**src/rtl/scan_decoder.sv**
```systemverilog
// Registered SEL_W-to-2^SEL_W one-hot decoder with enable, channel mask and autonomous scan mode.
// Latency: 1 cycle from any sampled input to o/idx/valid/wrap; no combinational input-to-output path.
// Backpressure: none; free-running, outputs update every clock edge.
module scan_decoder #(
  parameter int SEL_W   = 2,
  parameter int DWELL_W = 4
) (
  input  logic                    clk,
  input  logic                    rst_n,
  input  logic                    en,
  input  logic                    mode,
  input  logic [SEL_W-1:0]        s,
  input  logic [DWELL_W-1:0]      dwell,
  input  logic [(1<<SEL_W)-1:0]   mask,
  output logic [(1<<SEL_W)-1:0]   o,
  output logic [SEL_W-1:0]        idx,
  output logic                    valid,
  output logic                    wrap
);

  localparam int N = 1 << SEL_W;

  localparam logic [1:0] ST_IDLE   = 2'd0;
  localparam logic [1:0] ST_DIRECT = 2'd1;
  localparam logic [1:0] ST_SCAN   = 2'd2;

  logic [1:0]         state;
  logic [1:0]         state_nxt;
  logic [DWELL_W-1:0] cnt;
  logic [DWELL_W-1:0] cnt_nxt;
  logic [SEL_W-1:0]   idx_nxt;
  logic [SEL_W-1:0]   lowest;
  logic [SEL_W-1:0]   above;
  logic               has_above;
  logic               any_set;
  logic               valid_nxt;
  logic               wrap_nxt;

  assign any_set = |mask;

  // Find the lowest enabled channel and the first enabled channel strictly above idx.
  always_comb begin
    lowest    = '0;
    above     = '0;
    has_above = 1'b0;
    for (int i = N - 1; i >= 0; i--) begin
      if (mask[i]) begin
        lowest = SEL_W'(i);
      end
      if (mask[i] && (i > int'(idx))) begin
        above     = SEL_W'(i);
        has_above = 1'b1;
      end
    end
  end

  // Next-state and next-output selection; en dominates mode, all defaults describe IDLE.
  always_comb begin
    state_nxt = ST_IDLE;
    cnt_nxt   = '0;
    idx_nxt   = '0;
    valid_nxt = 1'b0;
    wrap_nxt  = 1'b0;
    if (en && !mode) begin
      state_nxt = ST_DIRECT;
      if (mask[s]) begin
        idx_nxt   = s;
        valid_nxt = 1'b1;
      end
    end else if (en && mode) begin
      state_nxt = ST_SCAN;
      if (any_set) begin
        valid_nxt = 1'b1;
        if ((state != ST_SCAN) || !valid) begin
          // Fresh entry, or resuming after the mask went empty: start at the bottom, no wrap.
          idx_nxt = lowest;
        end else if (!mask[idx] || (cnt == dwell)) begin
          // Dwell expired or the active channel was masked off: step to the next enabled one.
          idx_nxt  = has_above ? above : lowest;
          wrap_nxt = !has_above;
        end else begin
          idx_nxt = idx;
          cnt_nxt = cnt + 1'b1;
        end
      end
    end
  end

  // Output and state registers; o is rebuilt from the next index so it always matches idx/valid.
  always_ff @(posedge clk or negedge rst_n) begin
    if (!rst_n) begin
      state <= ST_IDLE;
      cnt   <= '0;
      idx   <= '0;
      valid <= 1'b0;
      wrap  <= 1'b0;
      o     <= '0;
    end else begin
      state <= state_nxt;
      cnt   <= cnt_nxt;
      idx   <= idx_nxt;
      valid <= valid_nxt;
      wrap  <= wrap_nxt;
      o     <= valid_nxt ? (N'(1) << idx_nxt) : '0;
    end
  end

endmodule
```
**config.mk**
```make
export PLATFORM = sky130hd
export DESIGN_NAME = scan_decoder
export DESIGN_NICKNAME = d
export VERILOG_FILES = /design/src/rtl/scan_decoder.sv
export SDC_FILE = /design/constraint.sdc
export NUM_CORES = 1
export LEC_CHECK = 0
export CORE_ASPECT_RATIO = 0.7
export CORE_MARGIN = 4
export CORE_UTILIZATION = 41
export DETAILED_ROUTE_END_ITERATION = 8
export PLACE_DENSITY = 0.71
export RECOVER_POWER = 100
export SLEW_MARGIN = 20
export SYNTH_ARGS = -nofsm -noshare
export SYNTH_HDL_FRONTEND = slang
export SYNTH_SLANG_ARGS = --single-unit
```
**constraint.sdc**
```tcl
create_clock -name clk -period 2.2 [get_ports clk]
set_input_delay 0.33 -clock clk [delete_from_list [all_inputs] [get_ports clk]]
set_output_delay 0.33 -clock clk [all_outputs]
set_load 0.005 [all_outputs]
```
======== Yosys cells after proc, flatten, opt, wreduce, memory -nomap -nowiden ========
Index checks and enable logic that the tools add are counted.
word-level totals
  register bits after elaboration ......... 14
  bits of input ports ..................... 14
  output and inout bits ................... 8
  logic and storage cells ................. 65
cells by class
  add/sub/neg operators ................... 1
  magnitude comparators ................... 5
  equal/unequal tests ..................... 2
  shift-type cells ........................ 1
  muxes and demuxes ....................... 38
  reductions and logical operators ........ 12
operators by type and width
  cell                   number
  $mux W2                16
  $mux W4                6
  $mux W1                14
  $lt A2 B3 Y1 const B   2
  $logic_and A1 B1 Y1    5
  $add A4 B1 Y4 const B  1
  $bmux W1 S2            2
  $eq A4 B4 Y1           1
  $gt A2 B2 Y1 const A   2
  $logic_not A1 Y1       4
  $reduce_or A4 Y1       1
  $shl A1 B2 Y4 const A  1
  $gt A1 B2 Y1 const A   1
  $logic_or A1 B1 Y1     2
  $ne A2 B2 Y1 const B   1

======== Longest topological paths before layout ========
  word-level depth ........................ 13
  depth in mapped cells ................... 5
  gate-level depth less buffers ........... 5

======== Least setup slack after synthesis ========
OpenSTA, ideal clock, no wires.
  path type ............................... register to register
  from .................................... register idx[0]
  to ...................................... register o[0]
  library setup time ...................... 120 ps
  arrival time ............................ 1783 ps
  required time ........................... 2080 ps
  slack ................................... 297 ps
  cell stages (with the launch flop) ...... 6
  path buffers ............................ 0
  period minus slack after synthesis ...... 1903 ps
  cells stage by stage .................... dfrtp_1 mux4_2 o41a_4 a221o_1 o21a_1 and3_1
on the way
  cells in the longest elaborated chain, start to end .. 13
  elaborated cells between the ends (all ways) .. 24
  classes of those cells .................. order compare: 3; shift: 1; mux: 15; reduce/logical: 5
ends and longest elaborated chain
  what                                             line  RTL
  start: declaration                               16    output logic [SEL_W-1:0] idx,
  start signal: assignment                         101   idx <= idx_nxt;
  $gt A2 B2 Y1                                     50    if (mask[i] && (i > int'(idx))) begin
  $logic_and A1 B1 Y1                              50
  $mux W2 or $mux W1 (tied branches) (3 in a row)  50
  $mux W2                                          79    idx_nxt = has_above ? above : lowest;
  $mux W2 (*)                                      77    end else if (!mask[idx] || (cnt == dwell)) begin
  $mux W2 (*)                                      74    if ((state != ST_SCAN) || !valid) begin
  $mux W2 (*)                                      72    if (any_set) begin
  $mux W2 (*)                                      70    end else if (en && mode) begin
  $mux W2 (*)                                      64    if (en && !mode) begin
  $shl A1 B2 Y4 (*)                                104   o <= valid_nxt ? (N'(1) << idx_nxt) : '0;
  $mux W4 (*)                                      104
  end signal: assignment                           104
  end: declaration                                 15    output logic [(1<<SEL_W)-1:0] o,
Every way passes the cells marked *; elsewhere a longest branch is shown, timed or not. The select of a mux whose other input is x is not followed.

======== Worst setup path after layout ========
  from .................................... input port dwell[3]
  to ...................................... register o[0]
on the way
  cells in the longest elaborated chain, start to end .. 9
ends and longest elaborated chain
  what                line  RTL
  start: declaration  13    input logic [DWELL_W-1:0] dwell,
  $eq A4 B4 Y1        77
  $logic_or A1 B1 Y1  77
  $mux W2             77
  $mux W2             74
  $mux W2             72
  $mux W2             70
  $mux W2             64
  $shl A1 B2 Y4       104
  $mux W4             104
No other way between the ends.

==> flow_summary_export.csv <==
group,metric,value,unit
power_and_ir_drop,vdd_drop_max,0.489,mV
worst_setup_path,setup.worst_path.start,"dwell[3]",
clock_network,clk_path_buf_depth,2,
global_route,grt_util_all_layers,14.7,%
synthesis,synth_flop_cell,"dfrtp_1",
power_and_ir_drop,p_leak,0.503,nW
hold_path,hold_class,"in -> async",
worst_setup_path,cp-endpoint,"o[0]",
sta,hold_viol,0,
route,drcViolationCount,0,
worst_setup_path,crit_required,2.38,ns
route,route.met2.wl,658,um
power_and_ir_drop,finalPower,0.575,mW
global_route,grt_max_degree,15,
synthesis,syn-cell-area,759,um^2
run,max_cap_violations,0,
final_layout,nets,117,
clock_network,path_clk_slew,0.09,ns
sta,fin_ws,0.144,ns
global_route,grt_antenna_before_repair,0,
worst_setup_path,reg2reg_slack,0.18,ns
placement,hpwl,1380,um
worst_setup_path,slowest_stage,"o41a_2",
global_route,grt_pass1_vias,671,
synthesis,synth_edf_count,0,
worst_setup_path,reg2regPathDepth,5,
synthesis,synth.net_count,84,
sta,rsz0062_at_grt,"no",
power_and_ir_drop,pwr-share-seq,47.8,%
route,drtPass1Iterations,4,
worst_setup_path,crit_fanout,5,
final_layout,design_area,1060,um^2
worst_setup_path,crit_type,"in -> reg",
worst_setup_path,worstSetupEndpointType,"flop",
floorplanning,die_h,44.0,um
sta,post-route-period-util,93.5,%
final_layout,final_layout_size_suffix_gt1_share,13.9,%
clock_network,cts_tree,"done",
worst_setup_path,worstSetupStartpointType,"primary input",
synthesis,yosysWarnings,0,
synthesis,synth_commonest_cells,"dfrtp_1, nor2_1, xor2_1",
route,vias_per_cell,5.16,
worst_setup_path,crit_cells,6,
synthesis,yosys.area.top_type,"dfrtp_1",
worst_setup_path,worst_r2r_startpoint,"idx[0]",
global_route,grt_first_pass_wirelength,2890,um
worst_setup_path,rr_endpoint,"o[0]",
synthesis,ys_types,34,
worst_setup_path,critical-path-top-delay-family,"compound AO/OA/AOI/OAI gates",
synthesis,yosysMostFrequentCell,"dfrtp_1",
synthesis,synth_top_area_share,46.1,%
synthesis,synthTopCellsByArea,"dfrtp_1, xor2_1, nor2_1",
route,routed-wl-met3,146,um
route,drt-met1-wl,918,um
run_status,status,"finished, final reports clean",
sta,setup_viol,0,
synthesis,netlist_instances,69,
sta,tightest_slew,0.612,ns
worst_setup_path,cp.buffers_inverters,1,
power_and_ir_drop,p_clk_share,32.5,%
placement,gp_congestion,0.869,
synthesis,async_flop_share,100,%
worst_setup_path,cp.arrival,2.24,ns
worst_setup_path,path_cells,"clkdlybuf4s50_1, xor2_1, o41a_2, a221o_1, o21a_1, and3_1",
floorplanning,core-area,1670,um^2
clock_network,cts_buffers,3,
route,antenna_left,0,
sta,fin_worst_skew,0.00661,ns
clock_network,h-tree-depth,1,
route,drtIter0Drc,13,
global_route,overflow,0,
route,routedWlPerCell,14.1,um
clock_network,worstSkewPairLatency,0.28,ns
clock_network,hold_buffers,0,
floorplanning,dieArea,2620,um^2
power_and_ir_drop,p_sw,0.142,mW
floorplanning,ios,22,
sta,finalCriticalPeriod,2.06,ns
synthesis,ys_ff_latch,14,
clock_network,clock_sinks,14,
power_and_ir_drop,pwr-share-comb,19.7,%
route,routed.top_layer,"met3",
sta,finalMaxSlewViolations,0,
floorplanning,start_util,45.6,%
placement,port_buffers,21,
clock_network,cts_setup_buffers,0,
power_and_ir_drop,swShare,24.7,%
worst_setup_path,slowest_delay,0.54,ns
clock_network,post_cts.resized_instances,0,
final_layout,utilization,63.6,%
synthesis,syn_avg_cell_area,11.0,um^2
route,num_vias,629,
placement,place_area,1050,um^2
synthesis,ys_seq_area_share,46.1,%
final_layout,antennaDiodeCount,0,
placement,dp_slack,-0.134,ns
floorplanning,die_x,59.4,um
sta,relSlewSlack,59.1,%
power_and_ir_drop,p_int,0.433,mW
route,routed_wl,1720,um
sta,max_freq,0.486,GHz
power_and_ir_drop,p_per_area,543,nW/um^2
clock_network,cts-root-buf,"clkbuf_4",
final_layout,synthToLayoutAreaGrowth,39.5,%
floorplanning,num_rows,12,
[final cells by class]
cell class	instances	area, um^2
fillers	140	607
flip-flops and latches	14	350
inverters	4	15.0
clock buffers	4	36.3
well taps	21	26.3
repair buffers	28	251
multi-input cells	51	380
[logic make-up after synthesis]
kind of cell               share of synthesized area (%)
and+or+nand+nor                                     18.6
DFF                                                 46.1
AOI/OAI and AO/OA                                   17.6
xor gates and xnor gates                            6.92
buffers and inverters                               1.98
muxes                                               7.08
adders and majority gates                           1.65
[per-layer routing]
metal	vias to the layer above	GRT usage, %
met5	-	0
met4	0	1.36
met1	288	21.7
met3	0	6.12
li1	317	-
met2	24	20.5
[state kept, by name (all words and copies together), names as in the netlist]
name and flops:
valid 1, state 2, o 4, idx 2, wrap 1, cnt 4
[cells in the final DEF, fill, tap and decap left out, types with 2 or more instances in the layout]
master,n
dfrtp_1,14
clkdlybuf4s50_1,12
nor2_1,10
dlygate4sd3_1,9
xor2_1,5
nor2b_1,4
inv_1,4
clkbuf_4,4
clkbuf_1,3
buf_4,3
mux2i_1,2
nand3_1,2
nand2_1,2
[power groups by stage]
stage	sequential [mW]	combinational [mW]	clock, mW
after floorplan	0.280	0.0487	0
after global placement	0.281	0.124	0
after detailed placement	0.281	0.124	0
after CTS	0.276	0.125	0.191
after global routing	0.278	0.124	0.206
final	0.275	0.113	0.187
[through the flow]
stage               hold slack (ns)  std cells  TNS (ns)
floorplan                    0.0344         69         0
global placement              0.500        118    -0.195
detailed placement            0.511        118    -0.252
CTS                           0.439        122         0
global route                  0.516        122         0
finish                        0.488        122         0
[worst min path at each step]
stage | startpoint | end | slack (ns)
after floorplan | rst_n | cnt[0] | 0.03
after global placement | cnt[0] | cnt[0] | 0.50
after detailed placement | cnt[0] | cnt[0] | 0.51
after CTS | rst_n | wrap | 0.44
after global routing | rst_n | wrap | 0.52
final | rst_n | wrap | 0.49
(Power assumes the default switching activity.)
